**src/rtl/chip8_timer_sched.sv**
```systemverilog
// CHIP-8 delay/sound timer scheduler: 60 Hz tick drives DT/ST decrement sequences over the processor request port.
// Optional sound-timer phase compiled in with CHIP8_SOUND_TIMER_EN.
module chip8_timer_sched #(
  parameter int unsigned TICK_PERIOD = 1_237_500,
  parameter int unsigned DT_ADDR     = 21,
  parameter int unsigned ST_ADDR     = 22
) (
  input  logic        clk_in,
  input  logic        rst_in,
  input  logic        enable_in,
  output logic [11:0] mem_addr_out,
  output logic [1:0]  mem_type_out,
  output logic        mem_we_out,
  output logic [7:0]  mem_data_out,
  output logic        mem_valid_out,
  input  logic        mem_ready_in,
  input  logic        mem_rvalid_in,
  input  logic [7:0]  mem_data_in,
  output logic        busy_out,
  output logic        tick_out,
  output logic        overrun_out,
  output logic        sound_out
);

  localparam int unsigned CNT_W  = 32;
  localparam int unsigned ADDR_W = 12;
  localparam int unsigned DATA_W = 8;
  localparam logic [1:0]       PROC_MEM_TYPE_REG = 2'd1;
  localparam logic [CNT_W-1:0] RELOAD            = CNT_W'(TICK_PERIOD - 1);

`ifdef CHIP8_SOUND_TIMER_EN
  typedef enum logic [3:0] {
    IDLE, DT_RD, DT_RD_WAIT, DT_WR, DT_WR_WAIT, ST_RD, ST_RD_WAIT, ST_WR, ST_WR_WAIT
  } state_t;
`else
  typedef enum logic [3:0] {
    IDLE, DT_RD, DT_RD_WAIT, DT_WR, DT_WR_WAIT
  } state_t;
`endif

  state_t           state;
  logic [CNT_W-1:0] tick_cnt;
  logic             tick_pending;
  logic             tick_raise;

  function automatic logic [ADDR_W-1:0] req_addr(input logic st);
    return st ? ADDR_W'(ST_ADDR) : ADDR_W'(DT_ADDR);
  endfunction

  assign tick_raise = enable_in && (tick_cnt == '0);
  assign busy_out   = (state != IDLE);

  // Tick generation, pending/overrun tracking and the read-modify-write sequencer
  always_ff @(posedge clk_in) begin
    if (rst_in) begin
      state         <= IDLE;
      tick_cnt      <= RELOAD;
      tick_pending  <= 1'b0;
      tick_out      <= 1'b0;
      overrun_out   <= 1'b0;
      sound_out     <= 1'b0;
      mem_valid_out <= 1'b0;
      mem_we_out    <= 1'b0;
      mem_addr_out  <= '0;
      mem_data_out  <= '0;
      mem_type_out  <= '0;
    end else begin
      tick_out     <= 1'b0;
      mem_type_out <= PROC_MEM_TYPE_REG;

      if (tick_raise) begin
        tick_cnt <= RELOAD;
        tick_out <= 1'b1;
        if (tick_pending) overrun_out <= 1'b1;
      end else if (enable_in) begin
        tick_cnt <= tick_cnt - CNT_W'(1);
      end

      // A tick raised in the same cycle as the IDLE exit keeps pending set
      if (tick_raise) begin
        tick_pending <= 1'b1;
      end else if (state == IDLE && tick_pending) begin
        tick_pending <= 1'b0;
      end

`ifndef CHIP8_SOUND_TIMER_EN
      sound_out <= 1'b0;
`endif

      case (state)
        IDLE: begin
          if (tick_pending) begin
            state         <= DT_RD;
            mem_valid_out <= 1'b1;
            mem_we_out    <= 1'b0;
            mem_addr_out  <= req_addr(1'b0);
          end
        end
        DT_RD: begin
          if (mem_ready_in) begin
            state         <= DT_RD_WAIT;
            mem_valid_out <= 1'b0;
          end
        end
        DT_RD_WAIT: begin
          if (mem_rvalid_in) begin
            if (mem_data_in != '0) begin
              state         <= DT_WR;
              mem_valid_out <= 1'b1;
              mem_we_out    <= 1'b1;
              mem_addr_out  <= req_addr(1'b0);
              mem_data_out  <= mem_data_in - DATA_W'(1);
            end else begin
`ifdef CHIP8_SOUND_TIMER_EN
              state         <= ST_RD;
              mem_valid_out <= 1'b1;
              mem_we_out    <= 1'b0;
              mem_addr_out  <= req_addr(1'b1);
`else
              state         <= IDLE;
`endif
            end
          end
        end
        DT_WR: begin
          if (mem_ready_in) begin
            state         <= DT_WR_WAIT;
            mem_valid_out <= 1'b0;
          end
        end
        DT_WR_WAIT: begin
          if (mem_rvalid_in) begin
`ifdef CHIP8_SOUND_TIMER_EN
            state         <= ST_RD;
            mem_valid_out <= 1'b1;
            mem_we_out    <= 1'b0;
            mem_addr_out  <= req_addr(1'b1);
`else
            state         <= IDLE;
`endif
          end
        end
`ifdef CHIP8_SOUND_TIMER_EN
        ST_RD: begin
          if (mem_ready_in) begin
            state         <= ST_RD_WAIT;
            mem_valid_out <= 1'b0;
          end
        end
        ST_RD_WAIT: begin
          if (mem_rvalid_in) begin
            sound_out <= (mem_data_in != '0);
            if (mem_data_in != '0) begin
              state         <= ST_WR;
              mem_valid_out <= 1'b1;
              mem_we_out    <= 1'b1;
              mem_addr_out  <= req_addr(1'b1);
              mem_data_out  <= mem_data_in - DATA_W'(1);
            end else begin
              state <= IDLE;
            end
          end
        end
        ST_WR: begin
          if (mem_ready_in) begin
            state         <= ST_WR_WAIT;
            mem_valid_out <= 1'b0;
          end
        end
        ST_WR_WAIT: begin
          if (mem_rvalid_in) state <= IDLE;
        end
`endif
        default: begin
          state         <= IDLE;
          mem_valid_out <= 1'b0;
        end
      endcase
    end
  end

endmodule
```
**config.mk**
```make
export PLATFORM = sky130hd
export DESIGN_NAME = chip8_timer_sched
export DESIGN_NICKNAME = d
export VERILOG_FILES = /design/src/rtl/chip8_timer_sched.sv
export SDC_FILE = /design/constraint.sdc
export NUM_CORES = 1
export LEC_CHECK = 0
export CORE_ASPECT_RATIO = 0.8
export CORE_MARGIN = 2
export CORE_UTILIZATION = 46
export CTS_CLUSTER_SIZE = 25
export DETAILED_ROUTE_END_ITERATION = 10
export PLACE_DENSITY = 0.71
export SYNTH_ARGS = -nofsm -noshare
export SYNTH_HDL_FRONTEND = slang
export SYNTH_SLANG_ARGS = --single-unit
```
**constraint.sdc**
```tcl
create_clock -name clk_in -period 4 [get_ports clk_in]
set_clock_uncertainty 0.15 [all_clocks]
set_input_delay 0.8 -clock clk_in [delete_from_list [all_inputs] [get_ports clk_in]]
set_output_delay 0.8 -clock clk_in [all_outputs]
set_load 0.02 [all_outputs]
```
==> out/results.ini <==
[timing]
slew_viol_final=0
hold_viol_final=0
fin_ws_ns=0.961
setup_viol=0
tns_ns=0
fmaxAchievable_ghz=0.329
rsz0062_at_grt=no
period_share_pct=76.0
relSlewSlack_pct=39.4
min_period_ns=3.04
tightest_slew_ns=0.908

[logic_synthesis]
async_flop_share_pct=0
ys_ff_latch=50
synth_warnings=0
synth-edff-count=0
syn_inst=273
synth_area_per_cell_um2=8.93
ys_seq_area_share_pct=41.0
ys.flop_type=dfxtp_1
ys_types=47
syn_area_mm2=0.00244

[clock_network]
cts.path.max_buffers=2
cts_buffers=5
clk_latency_ns=0.30
cts.sinks=50
path_clk_slew_ns=0.09
h-tree-depth=2
hold_buffers=0
cts_resized=0
cts_root_buffer=clkbuf_8
cts_setup_buffers=0
cts_tree=done

[setup_path]
critPathArrivalTime_ns=3.06
path_cells=clkdlybuf4s50_1 > or4b_1 > nor4b_1 > nand4b_1 > nand2_1 > nor2_1
r2r_setup_slack_ns=1.57
cp.required_ns=4.02
max_stage_delay_ns=0.60
cp_max_fo=14
r2r-end=tick_cnt[5]
rr_startpoint=tick_cnt[0]
crit_slowest_cell=or4b_1
crit_path_start=enable_in
ff2ff_path_depth=7
critPathKind=input pin to flop
cp_top_family=simple AND/OR/NAND/NOR gates
start_kind=input pin
end_kind=flop
path_buf_inv=1

[floorplanning]
core_area_mm2=0.00506
die_y_um=69.1
fp.dieW_um=85.4
rows=23
io_pins=41
initial_core_util_pct=48.1
die-area_mm2=0.00590

[worst_hold_path]
hold_path_class=flop to flop
min-delay-start=mem_addr_out[2]
holdPathStages=2
min_to=mem_addr_out[2]

[grt]
grt_usage_pct=17.4
grt-ovfl-total=0
grt_pass1_vias=1697
grt_max_degree=19
antenna_found_initial=0
grt_pass1_wl_um=8360

[power]
p_leak_uw=0.000929
power-per-cell-area_mw_per_mm2=322
vdd_ir_drop_max_mv=0.146

[routing]
wl_per_cell_um=13.6
avgViaCountPerCell=5.38
drtIter0Drc=98
num_vias=1942
postRouteWirelength_um=4920
post-route-drc-count=0
antenna_left=0
firstDrtPassIters=4

[final_layout]
n_fill_cell=441
largest_reg_flops=32
diodes=0
regMostFlops=tick_cnt
drive_gt1_share_pct=9.36
fin_nets=313
reg_top3=tick_cnt (32), mem_data_out (8), state (3)
synthToLayoutAreaGrowth_pct=15.5

[placed_design]
port_buffers=29
routabilityCongestion=0.757
dp_slack_ns=0.596
dp_hpwl_um=3530

[flow_run]
max_cap_viol_count=0

[run_status]
outcome=finished, final reports clean

==> metrics by stage <==
stage | instance area, um2 | total power [uW] | hold slack, ns | instances | util (%)
floorplan | 2480 | 552 | 0.305 | 283 | -
global placement | 2710 | 567 | 0.313 | 353 | 53.5
detailed placement | 2710 | 567 | 0.325 | 353 | 53.5
CTS | 2820 | 913 | 0.337 | 361 | 55.6
global route | 2820 | 945 | 0.351 | 361 | 55.6
finish | 2820 | 908 | 0.327 | 361 | 55.6
==> layer usage <==
| metal | global-route usage (%) | up-vias | routed length, um |
|---|---|---|---|
| li1 | - | 984 | - |
| met1 | 27.4 | 899 | 2600 |
| met2 | 23.3 | 52 | 2000 |
| met3 | 4.19 | 7 | 261 |
| met4 | 4.76 | 0 | 55 |
| met5 | 0 | - | 0 |
==> how the worst max path moves through the flow <==
stage / end / slack [ns] / cells past startpoint
global route: tick_cnt[12] / 0.80 / 6
detailed placement: tick_cnt[16] / 0.60 / 6
floorplan: mem_data_out[2] / 1.51 / 7
finish: tick_cnt[16] / 0.96 / 6
global placement: tick_cnt[30] / 0.71 / 6
CTS: tick_cnt[16] / 0.94 / 6
==> worst reg2reg max path, cell delays in order (launching register included) <==
cell      delay, ns
dfxtp_1        0.43
inv_1          0.07
ha_1           0.24
nand2b_1       0.20
nor2_4         0.11
and4_1         0.24
a21oi_1        0.73
nand3_1        0.13
==> cell usage in the layout (no fill, tap or decap), drive strengths merged, types with 9 or more instances in the layout <==
master / synthesis / final
dfxtp: 50 / 50
nor2: 34 / 34
clkdlybuf4s50: 0 / 29
xnor2: 24 / 24
nand2: 23 / 23
a21oi: 14 / 14
nor4: 12 / 12
conb: 1 / 11
nor3: 11 / 11
inv: 9 / 9
==> cell type report <==
class | instances | area [um2] | area share [%]
multi-input cells | 201 | 1290 | 45.9
flip-flops and latches | 50 | 1000 | 35.5
repair buffers | 31 | 305 | 10.8
well taps | 62 | 77.6 | 2.75
clock buffers | 7 | 76.3 | 2.71
inverters | 9 | 33.8 | 1.20
clock inverters | 1 | 30.0 | 1.07
==> where the power goes <==
group	leakage (uW)	internal (uW)	total [uW]	switching, uW
combinational	0.000472	20.7	52.8	32.1
clock	0.0000524	187	352	165
sequential	0.000404	500	503	3.19
==> synth_stat cells, types with 2 or more instances <==
cell       count  area share [%]
a2111oi_0      2            0.72
a211oi_1       7             2.2
a21oi_1       14             2.9
buf_2          4            0.82
buf_4         13             4.0
clkbuf_1       5            0.77
dfxtp_1       50              41
ha_1           2             1.0
inv_1          9             1.4
nand2_1       23             3.5
nand2b_1       4             1.0
nand3_1        6             1.2
nand4b_1       2            0.72
nor2_1        29             4.5
nor2_2         4             1.0
nor2b_1        2            0.51
nor3_1         9             1.8
nor3_2         2            0.82
nor4_1         6             1.5
nor4_2         5             2.6
nor4b_1        4             1.4
nor4bb_1       2            0.82
o211ai_1       2            0.62
o21ai_0        3            0.62
o31ai_1        4             1.2
o41ai_1        2            0.72
or2_2          4             1.0
or3_1          4             1.0
or4_1          3            0.92
xnor2_1       24             8.6
xor2_1         7             2.5
==> kinds of logic after synthesis <==
group	share of synthesized area, %
flops	41.0
buf+inv	7.44
other cells	0.154
xor+xnor	11.1
simple gates	29.5
compound gates	9.75
fa+ha+maj	1.03
No activity file was read; power rests on OpenSTA's default activity.
